$ cat src/rtl/dm_arbiter.sv
// Data-memory arbiter between the CPU data port and the debug/loader port.
// One access per cycle reaches the memory. Arbitration is round-robin, and
// the debug port can take a bounded locked burst. Read data returns one cycle
// after the grant and is tagged to the port that issued the read.
module dm_arbiter #(
    parameter int AW       = 10,
    parameter int LOCK_MAX = 16
) (
    input  logic          clk,
    input  logic          reset,
    input  logic          cpu_req,
    input  logic [3:0]    cpu_we,
    input  logic [AW-1:0] cpu_addr,
    input  logic [31:0]   cpu_wdata,
    output logic          cpu_stall,
    output logic          cpu_rvalid,
    output logic [31:0]   cpu_rdata,
    input  logic          dbg_req,
    input  logic          dbg_lock,
    input  logic [3:0]    dbg_we,
    input  logic [AW-1:0] dbg_addr,
    input  logic [31:0]   dbg_wdata,
    output logic          dbg_gnt,
    output logic          dbg_rvalid,
    output logic [31:0]   dbg_rdata,
    output logic [AW-1:0] mem_addr,
    output logic [3:0]    mem_wea,
    output logic [31:0]   mem_din,
    input  logic [31:0]   mem_dout
);

    localparam int            CW         = $clog2(LOCK_MAX + 1);
    localparam logic [CW-1:0] LOCK_MAX_C = CW'(LOCK_MAX);
    localparam logic [CW-1:0] CNT_ONE    = CW'(1);
    localparam logic [CW-1:0] CNT_ZERO   = CW'(0);

    typedef enum logic [1:0] {
        IDLE       = 2'd0,
        CPU_OWN    = 2'd1,
        DBG_OWN    = 2'd2,
        DBG_LOCKED = 2'd3
    } state_t;

    state_t        state_r;
    state_t        state_nxt_s;
    logic          last_dbg_r;       // 1: debug won the most recent granted cycle
    logic          last_dbg_nxt_s;
    logic [CW-1:0] lock_cnt_r;       // locked grant cycles consumed in this burst
    logic [CW-1:0] lock_cnt_nxt_s;
    logic [CW-1:0] lock_inc_s;
    logic          rearm_blk_r;      // lock may not be re-entered until dbg_lock drops
    logic          rearm_blk_nxt_s;
    logic          cpu_gnt_s;
    logic          dbg_gnt_s;
    logic          cpu_rd_pend_r;
    logic          dbg_rd_pend_r;
    logic [AW-1:0] addr_hold_r;
    logic [31:0]   din_hold_r;

    // Grant decision and next-state logic from current state and requests.
    always_comb begin
        cpu_gnt_s       = 1'b0;
        dbg_gnt_s       = 1'b0;
        state_nxt_s     = state_r;
        last_dbg_nxt_s  = last_dbg_r;
        lock_cnt_nxt_s  = lock_cnt_r;
        rearm_blk_nxt_s = rearm_blk_r;
        if (lock_cnt_r < LOCK_MAX_C) begin
            lock_inc_s = lock_cnt_r + CNT_ONE;
        end else begin
            lock_inc_s = LOCK_MAX_C;
        end
        if (reset) begin
            // No grant while reset is applied, so nothing reaches the memory.
            state_nxt_s = IDLE;
        end else begin
            case (state_r)
                DBG_LOCKED: begin
                    // Debug owns every cycle of the burst; an empty cycle still counts.
                    dbg_gnt_s      = dbg_req;
                    last_dbg_nxt_s = 1'b1;
                    if (!dbg_lock) begin
                        state_nxt_s     = IDLE;
                        lock_cnt_nxt_s  = CNT_ZERO;
                        rearm_blk_nxt_s = 1'b0;
                    end else if (lock_inc_s >= LOCK_MAX_C) begin
                        // Budget exhausted while lock still held: force the CPU a turn.
                        state_nxt_s     = IDLE;
                        lock_cnt_nxt_s  = CNT_ZERO;
                        rearm_blk_nxt_s = 1'b1;
                    end else begin
                        lock_cnt_nxt_s  = lock_inc_s;
                    end
                end
                IDLE, CPU_OWN, DBG_OWN: begin
                    if (cpu_req && dbg_req) begin
                        if (last_dbg_r) begin
                            cpu_gnt_s = 1'b1;
                        end else begin
                            dbg_gnt_s = 1'b1;
                        end
                    end else begin
                        cpu_gnt_s = cpu_req;
                        dbg_gnt_s = dbg_req;
                    end
                    if (!dbg_lock) begin
                        rearm_blk_nxt_s = 1'b0;
                    end else begin
                        rearm_blk_nxt_s = rearm_blk_r;
                    end
                    if (cpu_gnt_s) begin
                        state_nxt_s    = CPU_OWN;
                        last_dbg_nxt_s = 1'b0;
                    end else if (dbg_gnt_s) begin
                        last_dbg_nxt_s = 1'b1;
                        if (dbg_lock && !rearm_blk_r) begin
                            // The entering grant is the first locked cycle.
                            if (LOCK_MAX_C > CNT_ONE) begin
                                state_nxt_s    = DBG_LOCKED;
                                lock_cnt_nxt_s = CNT_ONE;
                            end else begin
                                state_nxt_s     = IDLE;
                                lock_cnt_nxt_s  = CNT_ZERO;
                                rearm_blk_nxt_s = 1'b1;
                            end
                        end else begin
                            state_nxt_s = DBG_OWN;
                        end
                    end else begin
                        state_nxt_s = IDLE;
                    end
                end
                default: begin
                    state_nxt_s    = IDLE;
                    lock_cnt_nxt_s = CNT_ZERO;
                end
            endcase
        end
    end

    // Arbiter state registers with synchronous reset.
    always_ff @(posedge clk) begin
        if (reset) begin
            state_r     <= IDLE;
            last_dbg_r  <= 1'b1;
            lock_cnt_r  <= CNT_ZERO;
            rearm_blk_r <= 1'b0;
        end else begin
            state_r     <= state_nxt_s;
            last_dbg_r  <= last_dbg_nxt_s;
            lock_cnt_r  <= lock_cnt_nxt_s;
            rearm_blk_r <= rearm_blk_nxt_s;
        end
    end

    // Memory port mux: granted port drives the memory, otherwise hold address/data.
    always_comb begin
        mem_wea  = 4'b0000;
        mem_addr = addr_hold_r;
        mem_din  = din_hold_r;
        if (reset) begin
            mem_addr = {AW{1'b0}};
            mem_din  = 32'h0000_0000;
        end else if (cpu_gnt_s) begin
            mem_addr = cpu_addr;
            mem_wea  = cpu_we;
            mem_din  = cpu_wdata;
        end else if (dbg_gnt_s) begin
            mem_addr = dbg_addr;
            mem_wea  = dbg_we;
            mem_din  = dbg_wdata;
        end else begin
            mem_wea  = 4'b0000;
        end
    end

    // Remember the last driven address/data and which port has a read in flight.
    always_ff @(posedge clk) begin
        if (reset) begin
            addr_hold_r   <= {AW{1'b0}};
            din_hold_r    <= 32'h0000_0000;
            cpu_rd_pend_r <= 1'b0;
            dbg_rd_pend_r <= 1'b0;
        end else begin
            addr_hold_r   <= mem_addr;
            din_hold_r    <= mem_din;
            cpu_rd_pend_r <= cpu_gnt_s & (cpu_we == 4'b0000);
            dbg_rd_pend_r <= dbg_gnt_s & (dbg_we == 4'b0000);
        end
    end

    assign cpu_stall  = cpu_req & ~cpu_gnt_s & ~reset;
    assign dbg_gnt    = dbg_req & dbg_gnt_s;
    // A read in flight when reset arrives must not report valid data.
    assign cpu_rvalid = cpu_rd_pend_r & ~reset;
    assign dbg_rvalid = dbg_rd_pend_r & ~reset;
    assign cpu_rdata  = mem_dout;
    assign dbg_rdata  = mem_dout;

endmodule

$ cat config.mk
export PLATFORM = sky130hd
export DESIGN_NAME = dm_arbiter
export DESIGN_NICKNAME = d
export VERILOG_FILES = /design/src/rtl/dm_arbiter.sv
export SDC_FILE = /design/constraint.sdc
export NUM_CORES = 1
export LEC_CHECK = 0
export ABC_AREA = 1
export ABC_CLOCK_PERIOD_IN_PS = 1300
export CAP_MARGIN = 10
export CORE_MARGIN = 3
export CORE_UTILIZATION = 33
export CTS_CLUSTER_DIAMETER = 40
export DETAILED_ROUTE_END_ITERATION = 10
export PLACE_DENSITY = 0.8
export SYNTH_ARGS = -nofsm -noshare
export SYNTH_HDL_FRONTEND = slang
export SYNTH_SLANG_ARGS = --single-unit
$ cat constraint.sdc
create_clock -name clk -period 1.3 [get_ports clk]
set_input_delay 0.13 -clock clk [delete_from_list [all_inputs] [get_ports clk]]
set_output_delay 0.13 -clock clk [all_outputs]
set_load 0.05 [all_outputs]
# Yosys cells after proc, flatten, opt, wreduce, memory -nomap -nowiden
# Index checks and enable logic that the tools add are counted.
[totals]
output_inout_bits = 114
regBits = 53
in_bits = 129
elab_cells = 79
[classes]
addsub = 1
mux = 41
reduce_logical = 9
n_lt_le_gt_ge = 2
eq_ne = 9
bitwise_logic = 9
[op_table]
columns = ["operator", "count"]
rows = [
  ["32-bit two-way mux", 3],
  ["10-bit two-way mux", 3],
  ["5-bit two-way mux", 6],
  ["1-bit two-way mux", 17],
  ["4-bit two-way mux", 3],
  ["5-bit case mux with 2 select lines", 1],
  ["4-bit zero test", 2],
  ["2-bit two-way mux", 4],
  ["2-bit != test, second input constant", 4],
  ["1-bit AND", 7],
  ["3-bit != test, second input constant", 2],
  ["1-bit case mux with 2 select lines", 3],
  ["5-bit by 1-bit adder with 5-bit output, second input constant", 1],
  ["5-bit greater-or-equal comparator, second input constant", 1],
  ["5-bit less-than comparator, second input constant", 1],
  ["2-bit == test, second input constant", 2],
  ["2-bit case mux with 2 select lines", 1],
  ["3-bit AND reduction", 1],
  ["3-bit OR reduction", 1],
  ["2-bit by 1-bit == test with 1-bit output, second input constant", 1],
  ["1-bit logical AND", 2],
  ["2-bit zero test", 1],
  ["1-bit NOT", 2],
  ["2-bit AND reduction", 1],
  ["1-bit zero test", 1],
]

# Logic depth before layout (Yosys ltp)
# Gate-level depths: netlist (run 1).
[logic_depth]
depth_word = 9
depth_mapped = 9
depth_no_buf = 7

# Worst setup path after synthesis (run 1)
# OpenSTA, ideal clock, no wires.
[synth_timing]
kind = "reg-to-output"
from = "register state_r[0]"
to = "output port mem_wea[1]"
t_arrival_ps = 1665
required_time_ps = 1170
path_buffers = 1
path_stages_with_launch = 7
path_slack_ps = -495
cell_sequence = "dfxtp_1 > nand2_2 > inv_2 > nor2_4 > nand2_4 > buf_2 > o22ai_1"
[synth_between]
elab_chain_len = 7
word_cells_on_any_way = 12
classes_between = "eq/ne (3); mux (7); reduce/logical (2)"
[synth_rtl]
columns = ["element", "line_no", "rtl"]
rows = [
  ["start, declared", "44", "state_t state_r;"],
  ["start signal, assigned", "149", "state_r <= state_nxt_s;"],
  ["2-bit by 1-bit == test with 1-bit output, or another cell as far along", "77", "case (state_r)"],
  ["3-bit OR reduction", "77", ""],
  ["1-bit case mux with 2 select lines", "77", ""],
  ["1-bit two-way mux", "73", "if (reset) begin"],
  ["4-bit two-way mux", "168", "end else if (dbg_gnt_s) begin"],
  ["4-bit two-way mux *", "164", "end else if (cpu_gnt_s) begin"],
  ["4-bit two-way mux *", "161", "if (reset) begin"],
  ["end, declared", "27", "output logic [3:0] mem_wea,"],
]
# Mark *: on every way between the ends. The rest lies on a longest branch, timed or not.

# Final worst setup path (run 1)
[layout_timing]
from = "register last_dbg_r"
to = "output port mem_din[30]"
[layout_between]
elab_chain_len = 9
word_cells_on_any_way = 15
classes_between = "mux (15)"
[layout_rtl]
columns = ["element", "line_no", "rtl"]
rows = [
  ["start, declared", "46", "logic last_dbg_r;"],
  ["start signal, assigned", "150", "last_dbg_r <= last_dbg_nxt_s;"],
  ["1-bit two-way mux", "97", "if (last_dbg_r) begin"],
  ["1-bit two-way mux", "96", "if (cpu_req && dbg_req) begin"],
  ["1-bit two-way mux", "77", ""],
  ["1-bit two-way mux", "73", ""],
  ["1-bit case mux with 2 select lines", "77", ""],
  ["1-bit two-way mux", "73", ""],
  ["32-bit two-way mux", "168", ""],
  ["32-bit two-way mux *", "164", ""],
  ["32-bit two-way mux *", "161", ""],
  ["end, declared", "28", "output logic [31:0] mem_din,"],
]
# Mark *: on every way between the ends. The rest lies on a longest branch, timed or not. The select of a mux whose other input is x is not followed.

==> metrics.md, run 1 <==
| Metric | Value |
|---|---|
| Port bufs | `146` |
| EDFF count, synth | `0` |
| Worst-path fanout max | `22` |
| CTS HTree Levels | `2` |
| Worst hold slack | `0.260 ns` |
| Core Box Area | `0.0104 mm2` |
| Total congestion overflow | `0` |
| Antenna violations before repair | `0` |
| Fmax | `0.533 GHz` |
| Tmin final | `1.87 ns` |
| Post-Syn Nets | `703` |
| Area post-placement | `0.00655 mm2` |
| Routing usage on met1 | `0.223` |
| Design area | `0.00781 mm2` |
| # IOs | `243` |
| Final setup margin | `-0.575 ns` |
| Ys flop type | `dfxtp_1` |
| Die X | `110 um` |
| Seq/Total Area, Yosys | `0.298` |
| Fraction of registers with async set or reset after synthesis | `0` |
| Clk slew on worst S/H paths | `0.10 ns` |
| Final worst-path cycle share | `1.44` |
| Status | `finished with violations` |
| Required time worst endpoint | `1.17 ns` |
| Warnings, synthesis | `0` |
| WL final | `14900 um` |
| Routed len/inst | `17.3 um` |
| Final TNS setup | `-27.57 ns` |
| Commonest non-fill, non-tap cell in the layout | `clkdlybuf4s50_1` |
| Met2 GRT Util | `0.432` |
| Vias in the first global route | `4547` |
| P_leak | `3.03 nW` |
| Synth cell types | `21` |
| Final ANT Viol Nets | `0` |
| Crit path capture type | `output port` |
| N_diodes | `0` |
| DRT Pass-1 Iters | `4` |
| # rows | `37` |
| Initial drt markers | `132` |
| Slew headroom | `0.722` |
| Fin util | `0.750` |
| Met3 Use GR | `0.0552` |
| Pwr per Cell Area | `789 mW/mm2` |
| Maximum vdd drop | `0.000533 V` |
| Largest net degree at the start of global routing | `50` |
| Post-synthesis register bit count | `53` |
| CTS buffer count | `5` |
| Number of remaining DRC errors | `0` |
| Startpoint Class | `register` |
| Grt peak-use layer | `met2` |
| Arrival @ worst endpoint | `1.74 ns` |
| Mapped Cells | `573` |
| Pins Over Slew Limit | `0` |
| CTS tree | `done` |
| Synthesized cell area | `0.00356 mm2` |
| GRT Total Usage | `0.224` |
| Root buffer cell | `clkbuf_8` |
| Layout cells sized above 1 | `0.559` |
| Worst Tran Pin Value | `0.417 ns` |
| Setup Skew | `0.00604 ns` |
| Total Nets Final | `855` |
| Area Overhead vs Synth | `119%` |
| Violated checks | `setup timing` |
| Final Hold Vio Count | `0` |
| DIE HEIGHT | `110 um` |
| Initial Utilization | `0.342` |
| Via count | `4320` |
| Crit path kind | `register to output port` |
| First-pass GRT wire length | `21400 um` |
| Hpwl dp | `9100 um` |
| RSZ-0062 raised after global routing | `true` |
| Via density | `5.01` |
| Worst-Skew Late Latency | `0.31 ns` |
| Sink Count | `53` |
| Post-Syn Area per Cell | `6.21 um2` |
| Clock Tree Buf Depth | `2` |
| Pwr Total | `6.16 mW` |
| Die ar. | `0.0121 mm2` |
| Max-cap violations | `0` |
| Hold crit path type | `input pin to output port` |
| RD Place Congestion | `0.755` |
| Most frequent cells in the layout | `clkdlybuf4s50_1 (94), nor2_4 (82), buf_12 (60)` |
| # setup viols final | `88` |
## layout make-up
cell class | instances | area [um2]
Clock inverter | 3 | 25.0
Sequential cell | 53 | 1060
Clock buffer | 5 | 68.8
Tap cell | 136 | 170
Inverter | 62 | 239
Fill cell | 669 | 2600
Timing Repair Buffer | 241 | 3010
Multi-Input combinational cell | 362 | 3230
## layer usage
metal  share of wire  vias to the layer above
met5               0                        -
met4           0.036                        0
met3           0.061                       65
met2            0.55                      155
met1            0.35                     2062
li1                -                     2038
## what timing repair did
action / CTS / global route
endpoints found under the hold margin: 0 / 0
resized for setup: 160 / 70
gates cloned: 4 / 5
pin swaps: 2 / 4
setup buffers: 0 / 1
hold buffers: 0 / 0
endpoints found under the setup margin: 91 / 92
## cell usage after synthesis, types with 3 or more instances
master | instances | area share
a21oi_1 | 45 | 0.063
nand3_1 | 52 | 0.073
buf_2 | 16 | 0.022
o21ai_0 | 32 | 0.045
nand2_1 | 68 | 0.072
clkbuf_1 | 8 | 0.0084
o22ai_1 | 3 | 0.0053
nor2_1 | 136 | 0.14
buf_4 | 70 | 0.15
nor3_1 | 5 | 0.0070
dfxtp_1 | 53 | 0.30
o21ai_1 | 12 | 0.017
inv_1 | 60 | 0.063
## where the power goes
| group | total [mW] | internal [mW] | switching, mW |
|---|---|---|---|
| Clock | 1.01 | 0.391 | 0.621 |
| Combinational | 3.37 | 1.58 | 1.79 |
| Sequential | 1.78 | 1.74 | 0.0414 |
| Total | 6.16 | 3.71 | 2.46 |
## state kept, by name, indices dropped and copies added (netlist names)
name,count
rearm_blk_r,1
din_hold_r,32
last_dbg_r,1
addr_hold_r,10
state_r,2
cpu_rd_pend_r,1
dbg_rd_pend_r,1
lock_cnt_r,5
## metrics by stage
step,instances,setup WS (ns)
finish,862,-0.575
global route,862,-0.639
CTS,856,-0.553
detailed placement,844,-0.581
global placement,844,-0.528
floorplan,573,-0.124
## worst max-delay path, stage by stage, from the launching register on
cell	delay, ns
dfxtp_2	0.35
nand2_2	0.08
inv_2	0.06
nand2_8	0.17
buf_16	0.22
nand3_1	0.15
nand2_2	0.11
nor2_4	0.04
nor2_4	0.10
buf_12	0.14
## kinds of logic after synthesis
| family | synth area share |
|---|---|
| and+or+nand+nor | 0.313 |
| DFF | 0.298 |
| buffers and inverters | 0.250 |
| AOI/OAI and AO/OA | 0.135 |
| adders and majority gates | 0.00351 |
## path summary, 6_finish.rpt
path	start	end	slack, ns	depth (start not counted)
setup / recovery	last_dbg_r	mem_din[30]	-0.57	9
hold / removal	mem_dout[19]	cpu_rdata[19]	0.26	0
setup reg to reg	last_dbg_r	din_hold_r[30]	-0.17	9
hold reg to reg	lock_cnt_r[4]	lock_cnt_r[4]	0.46	2
(Power assumes the default switching activity.)
==> run 2: changes to the inputs <==
SETUP_SLACK_MARGIN = 0.02   (was not set)
==> run 2 against run 1 <==
  * The flow still finishes with violations (setup timing)
  * Setup slack got worse by 0.0071 ns
  * Clock power about the same
  * Register-to-register slack about the same
  * Hold slack unchanged
  * Sequential share of layout area about the same
  * Highest routed layer unchanged
  * Critical path depth unchanged
==> metrics.md, run 2 (same netlist as run 1, synthesis figures left out) <==
| Metric | Value |
|---|---|
| Status | `finished with violations` |
| Violated checks | `setup timing` |
| Tmin final | `1.88 ns` |
| Die ar. | `0.0121 mm2` |
| Startpoint Class | `register` |
| Slowest CP cell | `dfxtp_2` |
| Largest net degree at the start of global routing | `50` |
| RSZ-0062 raised after global routing | `true` |
| Final Hold Vio Count | `0` |
| Via count | `4335` |
| Most flops, register | `din_hold_r` |
| Area post-placement | `0.00655 mm2` |
| Core Box Area | `0.0104 mm2` |
| # fillers | `668` |
| Fmax | `0.531 GHz` |
| Initial Utilization | `0.342` |
| Arrival @ worst endpoint | `1.75 ns` |
| DIE HEIGHT | `110 um` |
| Met3 wire len | `910 um` |
| Maximum vdd drop | `0.000532 V` |
| Worst-Skew Late Latency | `0.31 ns` |
| Reg-to-reg startpoint | `last_dbg_r` |
| Most frequent cells in the layout | `clkdlybuf4s50_1 (94), nor2_4 (82), buf_12 (60)` |
| P_leak | `3.03 nW` |
| Setup Skew | `0.00566 ns` |
| Fin util | `0.750` |
| Max FFs per register | `32` |
| Design area | `0.00781 mm2` |
| Via density | `5.03` |
| # IOs | `243` |
| Number of remaining DRC errors | `0` |
| Die X | `110 um` |
| Hold crit path type | `input pin to output port` |
| Antenna violations before repair | `0` |
| Layout cells sized above 1 | `0.561` |
| Initial drt markers | `134` |
| Critical Path Source | `last_dbg_r` |
| Total Nets Final | `855` |
| Sink Count | `53` |
| CTS tree | `done` |
| Critical path's top delay family | `simple AND/OR/NAND/NOR gates` |
| Clock Tree Buf Depth | `2` |
| First-pass GRT wire length | `21400 um` |
| Pwr Total | `6.16 mW` |
| Routed len/inst | `17.3 um` |
| GRT Total Usage | `0.224` |
| Crit path buf inv count | `3` |
| Required time worst endpoint | `1.17 ns` |
| Total congestion overflow | `0` |
| Largest stage delay on the critical path | `0.35 ns` |
| Pins Over Slew Limit | `0` |
| CTS buffer count | `5` |
| WL final | `14900 um` |
| Vias in the first global route | `4550` |
| N_diodes | `0` |
| Met2 wire length | `8310 um` |
| # rows | `37` |
| Metal1 wirelength | `5210 um` |
| Max-cap violations | `0` |
| Hold Crit Start | `mem_dout[19]` |
| DRT Pass-1 Iters | `6` |
| Worst Tran Pin Value | `0.414 ns` |
| Pwr per Cell Area | `789 mW/mm2` |
| Crit path capture type | `output port` |
| Crit path kind | `register to output port` |
| Final worst-path cycle share | `1.45` |
| Clk slew on worst S/H paths | `0.10 ns` |
| # setup viols final | `88` |
| Root buffer cell | `clkbuf_8` |
| RD Place Congestion | `0.755` |
| Top sig layer | `met4` |
| Crit-path cells | `nand2_2, inv_2, nand2_8, buf_16, nand3_1, nand2_2, nor2_4, nor2_4, buf_12` |
| Commonest non-fill, non-tap cell in the layout | `clkdlybuf4s50_1` |
| Slew headroom | `0.724` |
| Area Overhead vs Synth | `120%` |
| CTS Hold Bufs | `0` |
| Final setup margin | `-0.582 ns` |
| Worst-path fanout max | `22` |
| CTS HTree Levels | `2` |
| Port bufs | `146` |
| Final ANT Viol Nets | `0` |
| Regs by FF count | `din_hold_r (32), addr_hold_r (10), lock_cnt_r (5)` |
| Hpwl dp | `9100 um` |
## run 2: repair_timing
action	4_1_cts	5_1_grt
endpoints found under the setup margin	91	95
hold endpoints to repair	0	0
resized for setup	160	71
buffers inserted	0	1
pin swaps	2	3
gates cloned	4	5
## run 2: worst paths after layout
check,end,slack [ns],depth (start not counted)
max reg2reg,din_hold_r[30],-0.17,9
min,cpu_rdata[19],0.26,0
max,mem_din[30],-0.58,9
min reg2reg,lock_cnt_r[4],0.46,2
## run 2: final cells by class
class	instances	area, um2	area share
Multi-Input combinational cell	362	3230	0.414
Timing Repair Buffer	241	3010	0.386
Sequential cell	53	1070	0.136
Inverter	62	239	0.0306
Tap cell	136	170	0.0218
Clock buffer	5	68.8	0.00881
Clock inverter	3	25.0	0.00320
## run 2: layer usage
layer | vias up | GRT usage
met2 | 157 | 0.431
li1 | 2038 | -
met3 | 65 | 0.0552
met5 | - | 0
met4 | 0 | 0.0988
met1 | 2075 | 0.223
## run 2: metrics by stage
step | setup TNS, ns | worst slack (ns) | instances | hold slack, ns
finish | -27.59 | -0.582 | 862 | 0.260
global route | -34.60 | -0.641 | 862 | 0.260
CTS | -28.18 | -0.553 | 856 | 0.260
detailed placement | -47.73 | -0.581 | 844 | 0.260
global placement | -43.41 | -0.528 | 844 | 0.260
floorplan | -4.94 | -0.124 | 573 | 0.208
## run 2: power by group
group	switching, mW	total (mW)	internal [mW]	leakage (nW)
Combinational	1.79	3.37	1.58	2.55
Sequential	0.0411	1.78	1.74	0.436
Clock	0.620	1.01	0.391	0.0447
Total	2.46	6.16	3.71	3.03
==> run 3: changes to the inputs <==
CORE_MARGIN = not set   (was 3)
==> run 3 against run 2 <==
  * The run still ends with setup timing left
  * Critical path depth unchanged
  * Highest routed layer unchanged
  * Setup slack better by 0.036 ns
  * Design area down 4.4%
==> metrics.md, run 3 (same netlist as run 1, synthesis figures left out) <==
| Metric | Value |
|---|---|
| Status | `finished with violations` |
| Violated checks | `setup timing` |
| Final worst-path cycle share | `1.42` |
| Most Frequent Cell on Critical Path | `buf_12` |
| Crit path buf inv count | `3` |
| Tmin final | `1.85 ns` |
| Critical path's top delay family | `simple AND/OR/NAND/NOR gates` |
| RSZ-0062 raised after global routing | `true` |
| Maximum vdd drop | `0.000569 V` |
| Core Box Area | `0.0104 mm2` |
| Initial drt markers | `156` |
| Die X | `106 um` |
| Register area | `0.00107 mm2` |
| Startpoint Class | `register` |
| Design area | `0.00747 mm2` |
| # rows | `37` |
| GRT Total Usage | `0.220` |
| WHS Path Cells | `0` |
| Reg-to-Reg End | `addr_hold_r[5]` |
| Area post-placement | `0.00651 mm2` |
| DRT Pass-1 Iters | `4` |
| Fmax | `0.542 GHz` |
| Crit path kind | `register to output port` |
| Dpl cells | `837` |
| Largest stage delay on the critical path | `0.36 ns` |
| Final ANT Viol Nets | `0` |
| RD Place Congestion | `0.820` |
| Reg-to-reg startpoint | `last_dbg_r` |
| Antenna violations before repair | `1` |
| Slowest CP cell | `dfxtp_2` |
| Worst R2R Path Depth | `7` |
| Vias in the first global route | `4379` |
| Commonest non-fill, non-tap cell in the layout | `clkdlybuf4s50_1` |
| Area Overhead vs Synth | `110%` |
| Reg2Reg Setup Slack | `-0.15 ns` |
| Clk slew on worst S/H paths | `0.09 ns` |
| Setup Skew | `0.00518 ns` |
| Via density | `4.99` |
| Area occupied by multi-input gates | `0.00298 mm2` |
| Final Hold Vio Count | `0` |
| Max-cap violations | `0` |
| Hold Path End | `dbg_rdata[15]` |
| Regs by FF count | `din_hold_r (32), addr_hold_r (10), lock_cnt_r (5)` |
| Place WS | `-0.603 ns` |
| Root buffer cell | `clkbuf_8` |
| Required time worst endpoint | `1.17 ns` |
| Slew headroom | `0.700` |
| Most frequent cells in the layout | `clkdlybuf4s50_1 (94), nor2_4 (69), buf_12 (62)` |
| # IOs | `243` |
| Layout cells sized above 1 | `0.522` |
| Port bufs | `146` |
| # setup viols final | `83` |
| Max FFs per register | `32` |
| CTS buffer count | `5` |
| Total Nets Final | `849` |
| CTS HTree Levels | `2` |
| Most flops, register | `din_hold_r` |
| Number of remaining DRC errors | `0` |
| Largest net degree at the start of global routing | `42` |
| Critical Path Source | `last_dbg_r` |
| Worst-Skew Late Latency | `0.30 ns` |
| Total congestion overflow | `0` |
| Pins Over Slew Limit | `0` |
| Routed len/inst | `16.2 um` |
| Final TNS setup | `-24.95 ns` |
| WL final | `13900 um` |
| Die ar. | `0.0112 mm2` |
| Worst-path fanout max | `18` |
| First-pass GRT wire length | `19900 um` |
| Final setup margin | `-0.546 ns` |
| Pwr per Cell Area | `782 mW/mm2` |
| Sink Count | `53` |
| Hpwl dp | `9080 um` |
| Arrival @ worst endpoint | `1.72 ns` |
| Crit path capture type | `output port` |
| P_leak | `2.94 nW` |
| Final std cells w/o fill | `855` |
| Hold Crit Start | `mem_dout[15]` |
| Hold crit path type | `input pin to output port` |
| Crit-path cells | `nand2_2, inv_2, nand2_8, buf_12, nand3_1, nand2_1, nor2_2, nor2_4, buf_12` |
| # fillers | `706` |
| Via count | `4263` |
| DIE HEIGHT | `106 um` |
| CTS tree | `done` |
| Worst Tran Pin Value | `0.449 ns` |
| Clock Tree Buf Depth | `2` |
| Initial Utilization | `0.343` |
## run 3: area by class of cell
| class | instances | share of cell area |
|---|---|---|
| well taps | 136 | 0.0228 |
| repair buffers | 235 | 0.393 |
| flip-flops and latches | 53 | 0.143 |
| diodes | 1 | 0.000335 |
| inverters | 62 | 0.0320 |
| multi-input cells | 362 | 0.399 |
| clock buffers | 5 | 0.00922 |
| clock inverters | 1 | 0.000670 |
## run 3: report_power, final
part / internal (mW) / switching [mW]
Clock: 0.357 / 0.527
Sequential: 1.74 / 0.0372
Combinational: 1.49 / 1.69
Total: 3.58 / 2.25
## run 3: layer usage
layer	global-route usage	part of all wire	up-vias
li1	-	-	2024
met4	0.0813	0.030	0
met5	0	0	-
met2	0.432	0.56	168
met3	0.0489	0.054	43
met1	0.223	0.36	2028
## run 3: stage by stage
stage	hold WS, ns	power (mW)	util
floorplan	0.208	3.82	-
global placement	0.260	4.46	0.628
detailed placement	0.260	4.53	0.628
CTS	0.260	5.60	0.672
global route	0.260	6.11	0.720
finish	0.260	5.84	0.720
## run 3: what timing repair did
| item | 4_1_cts | 5_1_grt |
|---|---|---|
| hold endpoints to repair | 0 | 0 |
| hold buffers | 0 | 0 |
| pin swaps | 3 | 2 |
| setup endpoints to repair | 93 | 96 |
| gates resized for setup | 88 | 91 |
| cloned | 2 | 5 |
| setup buffers | 4 | 0 |
## run 3: worst max path at each step
stage / cells past startpoint / slack (ns) / endpoint
2_1_floorplan: 8 / -0.12 / mem_addr[3]
3_3_place_gp: 9 / -0.51 / mem_din[0]
3_5_place_dp: 8 / -0.60 / mem_din[29]
4_1_cts: 9 / -0.55 / mem_din[15]
5_1_grt: 9 / -0.62 / mem_din[0]
6_report: 9 / -0.55 / mem_din[0]
